**config.mk**
```make
export PLATFORM = sky130hd
export DESIGN_NAME = mc_ctrl_flat
export DESIGN_NICKNAME = d
export VERILOG_FILES = /design/src/rtl/mc_ctrl_if.sv /design/src/rtl/mc_ctrl.sv /design/src/flat_wrapper.sv
export SDC_FILE = /design/constraint.sdc
export NUM_CORES = 1
export LEC_CHECK = 0
export CORE_MARGIN = 8
export CORE_UTILIZATION = 51
export CTS_CLUSTER_DIAMETER = 30
export DETAILED_ROUTE_END_ITERATION = 10
export PLACE_DENSITY = 0.81
export SYNTH_ARGS = -nofsm -noshare
export SYNTH_HDL_FRONTEND = slang
export SYNTH_SLANG_ARGS = --single-unit
```
**constraint.sdc**
```tcl
create_clock -name clk -period 2.8 [get_ports clk]
set_clock_uncertainty 0.2 [all_clocks]
set_input_delay 0.28 -clock clk [delete_from_list [all_inputs] [get_ports clk]]
set_output_delay 0.28 -clock clk [all_outputs]
set_load 0.005 [all_outputs]
```
**src/rtl/mc_ctrl_if.sv**
```systemverilog
// rtl/mc_ctrl_if.sv - control bundle between the multicycle controller and its datapath
interface mc_ctrl_if;
    logic [5:0]  OPCode;
    logic [5:0]  Funct;
    logic        Zero;
    logic        PCWrite;
    logic        IRWrite;
    logic [1:0]  RegDst;
    logic        ALUSrc;
    logic        RegWrite;
    logic        MemWrite;
    logic [1:0]  MemToReg;
    logic        ExtOp;
    logic [1:0]  nPC_sel;
    logic [2:0]  ALUCtrl;
    logic [2:0]  state;
    logic        instr_done;
    logic [31:0] retired;

    modport master (
        input  OPCode, Funct, Zero,
        output PCWrite, IRWrite, RegDst, ALUSrc, RegWrite, MemWrite,
        output MemToReg, ExtOp, nPC_sel, ALUCtrl, state, instr_done, retired
    );

    modport slave (
        output OPCode, Funct, Zero,
        input  PCWrite, IRWrite, RegDst, ALUSrc, RegWrite, MemWrite,
        input  MemToReg, ExtOp, nPC_sel, ALUCtrl, state, instr_done, retired
    );
endinterface

```
**src/rtl/mc_ctrl.sv**
```systemverilog
// rtl/mc_ctrl.sv - multicycle MIPS-subset controller FSM with retired-instruction counter
module mc_ctrl (
    input  logic       clk,
    input  logic       reset,
    mc_ctrl_if.master  bus
);
    localparam logic [2:0] S_FETCH  = 3'd0;
    localparam logic [2:0] S_DECODE = 3'd1;
    localparam logic [2:0] S_EXEC   = 3'd2;
    localparam logic [2:0] S_MEM    = 3'd3;
    localparam logic [2:0] S_WB     = 3'd4;

    typedef enum logic [3:0] {
        C_NOP, C_ADDU, C_SUBU, C_JR, C_ORI, C_LW, C_SW, C_BEQ, C_LUI, C_J, C_JAL
    } cls_t;

    logic [2:0]  state_q, state_d;
    cls_t        dec_cls, cls_q;
    logic [31:0] retired_q;
    logic        done;

    logic        pc_write, ir_write, alu_src, reg_write, mem_write, ext_op;
    logic [1:0]  reg_dst, mem_to_reg, npc_sel;
    logic [2:0]  alu_ctrl;

    // classify the instruction currently presented by the IR
    always_comb begin
        dec_cls = C_NOP;
        case (bus.OPCode)
            6'b000000: begin
                case (bus.Funct)
                    6'b100001: dec_cls = C_ADDU;
                    6'b100011: dec_cls = C_SUBU;
                    6'b001000: dec_cls = C_JR;
                    default:   dec_cls = C_NOP;
                endcase
            end
            6'b001101: dec_cls = C_ORI;
            6'b100011: dec_cls = C_LW;
            6'b101011: dec_cls = C_SW;
            6'b000100: dec_cls = C_BEQ;
            6'b001111: dec_cls = C_LUI;
            6'b000010: dec_cls = C_J;
            6'b000011: dec_cls = C_JAL;
            default:   dec_cls = C_NOP;
        endcase
    end

    // state register
    always_ff @(posedge clk or posedge reset) begin
        if (reset) begin
            state_q <= S_FETCH;
        end else begin
            state_q <= state_d;
        end
    end

    // capture the class in DECODE so later states ignore IR changes
    always_ff @(posedge clk or posedge reset) begin
        if (reset) begin
            cls_q <= C_NOP;
        end else if (state_q == S_DECODE) begin
            cls_q <= dec_cls;
        end
    end

    // count instructions on their final edge; wraps naturally at 2^32
    always_ff @(posedge clk or posedge reset) begin
        if (reset) begin
            retired_q <= 32'd0;
        end else if (done) begin
            retired_q <= retired_q + 32'd1;
        end
    end

    // next-state selection
    always_comb begin
        state_d = S_FETCH;
        case (state_q)
            S_FETCH:  state_d = S_DECODE;
            S_DECODE: begin
                case (dec_cls)
                    C_J, C_JR, C_NOP: state_d = S_FETCH;
                    C_JAL:            state_d = S_WB;
                    default:          state_d = S_EXEC;
                endcase
            end
            S_EXEC: begin
                case (cls_q)
                    C_ADDU, C_SUBU, C_ORI, C_LUI: state_d = S_WB;
                    C_LW, C_SW:                   state_d = S_MEM;
                    default:                      state_d = S_FETCH;
                endcase
            end
            S_MEM:    state_d = (cls_q == C_LW) ? S_WB : S_FETCH;
            S_WB:     state_d = S_FETCH;
            default:  state_d = S_FETCH;
        endcase
    end

    assign done = (state_q == S_DECODE || state_q == S_EXEC || state_q == S_MEM ||
                   state_q == S_WB) && (state_d == S_FETCH);

    // per-state control outputs; anything not driven stays 0
    always_comb begin
        pc_write   = 1'b0;
        ir_write   = 1'b0;
        alu_src    = 1'b0;
        reg_write  = 1'b0;
        mem_write  = 1'b0;
        ext_op     = 1'b0;
        reg_dst    = 2'b00;
        mem_to_reg = 2'b00;
        npc_sel    = 2'b00;
        alu_ctrl   = 3'b000;
        case (state_q)
            S_FETCH: begin
                ir_write = 1'b1;
                pc_write = 1'b1;
            end
            S_DECODE: begin
                if (dec_cls == C_J) begin
                    pc_write = 1'b1;
                    npc_sel  = 2'b10;
                end else if (dec_cls == C_JR) begin
                    pc_write = 1'b1;
                    npc_sel  = 2'b11;
                end
            end
            S_EXEC: begin
                case (cls_q)
                    C_SUBU: alu_ctrl = 3'b001;
                    C_ORI: begin
                        alu_src  = 1'b1;
                        alu_ctrl = 3'b010;
                    end
                    C_LUI: begin
                        alu_src  = 1'b1;
                        alu_ctrl = 3'b011;
                    end
                    C_LW, C_SW: begin
                        alu_src = 1'b1;
                        ext_op  = 1'b1;
                    end
                    C_BEQ: begin
                        alu_ctrl = 3'b001;
                        npc_sel  = 2'b01;
                        pc_write = bus.Zero;
                    end
                    default: ;
                endcase
            end
            S_MEM: begin
                alu_src   = 1'b1;
                ext_op    = 1'b1;
                mem_write = (cls_q == C_SW);
            end
            S_WB: begin
                case (cls_q)
                    C_ADDU, C_SUBU: begin
                        reg_write = 1'b1;
                        reg_dst   = 2'b01;
                    end
                    C_ORI, C_LUI: reg_write = 1'b1;
                    C_LW: begin
                        reg_write  = 1'b1;
                        mem_to_reg = 2'b01;
                    end
                    C_JAL: begin
                        reg_write  = 1'b1;
                        reg_dst    = 2'b10;
                        mem_to_reg = 2'b10;
                        pc_write   = 1'b1;
                        npc_sel    = 2'b10;
                    end
                    default: ;
                endcase
            end
            default: ;
        endcase
    end

    // reset masks every strobe at once so an aborted instruction writes nothing
    assign bus.PCWrite    = pc_write  & ~reset;
    assign bus.IRWrite    = ir_write  & ~reset;
    assign bus.ALUSrc     = alu_src   & ~reset;
    assign bus.RegWrite   = reg_write & ~reset;
    assign bus.MemWrite   = mem_write & ~reset;
    assign bus.ExtOp      = ext_op    & ~reset;
    assign bus.RegDst     = reset ? 2'b00  : reg_dst;
    assign bus.MemToReg   = reset ? 2'b00  : mem_to_reg;
    assign bus.nPC_sel    = reset ? 2'b00  : npc_sel;
    assign bus.ALUCtrl    = reset ? 3'b000 : alu_ctrl;
    assign bus.state      = state_q;
    assign bus.instr_done = done & ~reset;
    assign bus.retired    = retired_q;
endmodule

```
**src/flat_wrapper.sv**
```systemverilog
// flat-port wrapper written by rule: the top's interface ports become plain ports
module mc_ctrl_flat 
  (clk, reset, bus_OPCode, bus_Funct, bus_Zero, bus_PCWrite, bus_IRWrite, bus_RegDst, bus_ALUSrc, bus_RegWrite, bus_MemWrite, bus_MemToReg, bus_ExtOp, bus_nPC_sel, bus_ALUCtrl, bus_state, bus_instr_done, bus_retired);
  mc_ctrl_if bus_i ();
  input  logic clk;
  input  logic reset;
  input wire logic [$bits(bus_i.OPCode)-1:0] bus_OPCode;
  input wire logic [$bits(bus_i.Funct)-1:0] bus_Funct;
  input wire logic [$bits(bus_i.Zero)-1:0] bus_Zero;
  output wire logic [$bits(bus_i.PCWrite)-1:0] bus_PCWrite;
  output wire logic [$bits(bus_i.IRWrite)-1:0] bus_IRWrite;
  output wire logic [$bits(bus_i.RegDst)-1:0] bus_RegDst;
  output wire logic [$bits(bus_i.ALUSrc)-1:0] bus_ALUSrc;
  output wire logic [$bits(bus_i.RegWrite)-1:0] bus_RegWrite;
  output wire logic [$bits(bus_i.MemWrite)-1:0] bus_MemWrite;
  output wire logic [$bits(bus_i.MemToReg)-1:0] bus_MemToReg;
  output wire logic [$bits(bus_i.ExtOp)-1:0] bus_ExtOp;
  output wire logic [$bits(bus_i.nPC_sel)-1:0] bus_nPC_sel;
  output wire logic [$bits(bus_i.ALUCtrl)-1:0] bus_ALUCtrl;
  output wire logic [$bits(bus_i.state)-1:0] bus_state;
  output wire logic [$bits(bus_i.instr_done)-1:0] bus_instr_done;
  output wire logic [$bits(bus_i.retired)-1:0] bus_retired;
  assign bus_i.OPCode = bus_OPCode;
  assign bus_i.Funct = bus_Funct;
  assign bus_i.Zero = bus_Zero;
  assign bus_PCWrite = bus_i.PCWrite;
  assign bus_IRWrite = bus_i.IRWrite;
  assign bus_RegDst = bus_i.RegDst;
  assign bus_ALUSrc = bus_i.ALUSrc;
  assign bus_RegWrite = bus_i.RegWrite;
  assign bus_MemWrite = bus_i.MemWrite;
  assign bus_MemToReg = bus_i.MemToReg;
  assign bus_ExtOp = bus_i.ExtOp;
  assign bus_nPC_sel = bus_i.nPC_sel;
  assign bus_ALUCtrl = bus_i.ALUCtrl;
  assign bus_state = bus_i.state;
  assign bus_instr_done = bus_i.instr_done;
  assign bus_retired = bus_i.retired;
  mc_ctrl u_core (.clk(clk), .reset(reset), .bus(bus_i));
endmodule
```
==> impl_metrics.env <==
export IMPL_status="finished clean"
export IMPL_core_area_um2=5410
export IMPL_num_fill_cells=409
export IMPL_p_seq_share_pct=37.9
export IMPL_arrival_ns=2.24
export IMPL_numCtsBuffers=5
export IMPL_dp_hpwl_um=5710
export IMPL_ys_warn_count=0
export IMPL_yosys_top_cells_area="dfrtp_1, xor2_1, nor4_4"
export IMPL_start_util_pct=52.1
export IMPL_power_leakage_nw=1.64
export IMPL_pin_count=66
export IMPL_p_switching_mw=0.710
export IMPL_met1_usage_pct=23.6
export IMPL_grt_use_met3_pct=4.16
export IMPL_cts_buffer_depth=2
export IMPL_rsz0062_at_grt="false"
export IMPL_avgViaCountPerCell=5.63
export IMPL_clk_pin_slew_ns=0.07
export IMPL_vias=2610
export IMPL_syn_area_um2=2810
export IMPL_fin_nets=407
export IMPL_post_place_ws_ns=-0.289
export IMPL_die_h_um=90.3
export IMPL_yosysTopAreaCell="dfrtp_1"
export IMPL_power_density_nw_per_um2=489
export IMPL_grt_pass1_wl_um=12800
export IMPL_slew_viol_final=0
export IMPL_grt_pass1_vias=2643
export IMPL_layout_worst_path_cycle_share_pct=97.2
export IMPL_p_int_mw=1.20
export IMPL_diodes=0
export IMPL_grt_max_degree=40
export IMPL_syn_inst=293
export IMPL_worst_pin_slew_ns=0.549
export IMPL_synth_most_common_cell="dfrtp_1"
export IMPL_setup_slack_ns=0.0779
export IMPL_ys_flop_type="dfrtp_1"
export IMPL_die_area_um2=8150
export IMPL_gp_congestion=0.868
export IMPL_finalSetupViolations=0
export IMPL_vdd_drop_max_mv=0.626
export IMPL_layout_drive_gt1_share_pct=22.2
export IMPL_drt_first_iter_violations=123
export IMPL_async_reset_ff_share_pct=100
export IMPL_yosys_top_cells_count="dfrtp_1, xor2_1, nor2_1"
export IMPL_endpoint_kind="primary output"
export IMPL_wl_um=7430
export IMPL_cp_start_kind="primary input"
export IMPL_switching_share_pct=37.1
export IMPL_power_share_clock_pct=19.1
export IMPL_clkLatencyLatePin_ns=0.29
export IMPL_num_rows=27
export IMPL_share_comb_of_total_power_pct=43.0
export IMPL_h_tree_depth=2
export IMPL_critPathKind="primary input to primary output"
export IMPL_worstPathRequired_ns=2.32
export IMPL_wire_per_inst_um=16.0
export IMPL_period_minus_slack_ns=2.72
export IMPL_cts_hold_buf=0
export IMPL_hold_viol=0
export IMPL_max_cap_violations=0
export IMPL_synth_edf_count=0
export IMPL_cts_root_buf="clkbuf_8"
export IMPL_ant_nets=0
export IMPL_placedInstanceArea_um2=3750
export IMPL_drc=0
export IMPL_synth_nets=309
export IMPL_top_usage_layer="met2"
export IMPL_grt_util_all_layers_pct=18.5
export IMPL_fmax_mhz=367
export IMPL_dr_pass1_iters=4
export IMPL_areaGrowthSynthToFinish_pct=39.1
export IMPL_io_buffers=64
export IMPL_cp_max_fo=3
export IMPL_grt_util_met2_pct=30.3
export IMPL_synth_seq_area_share_pct=34.7
export IMPL_synth_area_per_cell_um2=9.60
export IMPL_synth_top_area_share_pct=34.7
export IMPL_cts_tree="yes"
export IMPL_slew_headroom_pct=63.1
export IMPL_ys_types=58
export IMPL_stdcell_area_um2=3910
export IMPL_holdWs_ns=0.271
export IMPL_cts_sinks=39
export IMPL_min_path_type="flip-flop to flip-flop"
export IMPL_die_x_um=90.3
export IMPL_antenna_found_initial=0
export IMPL_synth_seq_cells=39
export IMPL_grt_overflow=0
-- registers in the layout (all words and copies together) (netlist names) --
signal / count
u_core.bus.state: 3
u_core.bus.retired: 32
u_core.cls_q: 4
-- through the flow --
step	util, %	power, mW	std cells	setup TNS, ns
4_1_cts	71.3	1.91	462	-0.349
5_1_grt	72.4	2.02	464	0
2_1_floorplan	-	1.20	293	0
3_3_place_gp	69.4	1.51	454	-4.99
3_5_place_dp	69.4	1.54	454	-6.81
6_report	72.4	1.91	464	0
-- cell families after synthesis --
| group | count (synthesis) | synth area share (%) |
|---|---|---|
| AOI/OAI and AO/OA | 33 | 9.25 |
| xor gates and xnor gates | 39 | 12.1 |
| adders and majority gates | 1 | 0.445 |
| buffers and inverters | 27 | 6.45 |
| DFF | 39 | 34.7 |
| muxes | 1 | 0.400 |
| other | 1 | 0.133 |
| and+or+nand+nor | 152 | 36.5 |
-- cell type report --
class                   count  area (um^2)  share of cell area [%]
multi-input cells         227         1720                    43.8
repair buffers            111         1020                    26.1
clock buffers               7         76.3                    1.95
clock inverters             1         5.00                   0.128
well taps                  72         90.1                    2.30
flip-flops and latches     39          978                    25.0
inverters                   7         26.3                   0.671
-- power groups by stage --
stage	clock (mW)	combinational, mW	sequential, mW
global route	0.393	0.892	0.736
finish	0.365	0.823	0.725
CTS	0.373	0.815	0.723
floorplan	0	0.488	0.710
detailed placement	0	0.807	0.730
global placement	0	0.789	0.726
-- worst paths after layout --
path	end	depth (start not counted)	start	slack, ns
worst min register to register	u_core.bus.retired[31]	1	u_core.bus.retired[31]	0.27
min in group asynchronous	u_core.cls_q[2]	3	reset	0.50
worst min-delay path	u_core.bus.retired[31]	1	u_core.bus.retired[31]	0.27
max in group asynchronous	u_core.cls_q[0]	3	reset	1.54
worst max-delay path	bus_nPC_sel[0]	8	bus_Funct[1]	0.08
worst max register to register	u_core.bus.retired[28]	8	u_core.cls_q[0]	0.12
-- routing by layer --
metal | up-vias | share of wire [%]
met2 | 83 | 50
met1 | 1240 | 43
met3 | 14 | 5.5
met4 | 0 | 1.3
li1 | 1273 | -
met5 | - | 0
-- timing repair --
item                                    4_1_cts  5_1_grt
endpoints found under the setup margin        4        5
buffers inserted                              0        2
hold endpoints to repair                      0        0
gates resized for setup                       9       14
cloned                                        0        0
pin swaps                                     5        6
-- critical path, cell delays in order --
cell             delay (ns)
clkdlybuf4s50_1        0.43
or4b_4                 0.56
a21boi_4               0.20
buf_4                  0.13
buf_4                  0.10
o2111ai_2              0.15
a211oi_2               0.25
buf_2                  0.15
-- cells in the final DEF, fill, tap and decap left out, types with 2 or more instances in the layout --
master / netlist / final
nor2_1: 25 / 25
a21oi_1: 6 / 6
nand2b_1: 6 / 6
dlymetal6s2s_1: 0 / 5
clkbuf_8: 0 / 5
nand3b_1: 3 / 3
and4_1: 3 / 3
dfrtp_2: 0 / 2
dlygate4sd2_1: 0 / 3
dfrtp_1: 39 / 37
clkbuf_1: 3 / 2
nand2_1: 17 / 17
or3_1: 4 / 3
clkdlybuf4s50_1: 0 / 55
nor4b_2: 3 / 3
nand3_1: 15 / 15
or4_1: 3 / 3
inv_1: 7 / 7
a211oi_2: 1 / 2
o21ai_0: 8 / 8
nor4_1: 6 / 6
nor4_4: 8 / 8
xnor2_1: 13 / 13
nor3_1: 19 / 18
buf_4: 2 / 45
nor3b_1: 3 / 3
a211o_1: 2 / 2
xor2_1: 26 / 26
buf_12: 2 / 2
nor4_2: 3 / 3
nand4_1: 15 / 15
nor2b_1: 3 / 2
and3_1: 4 / 4
o31ai_1: 2 / 2
Note: power is estimated with default switching activity, not from simulation.
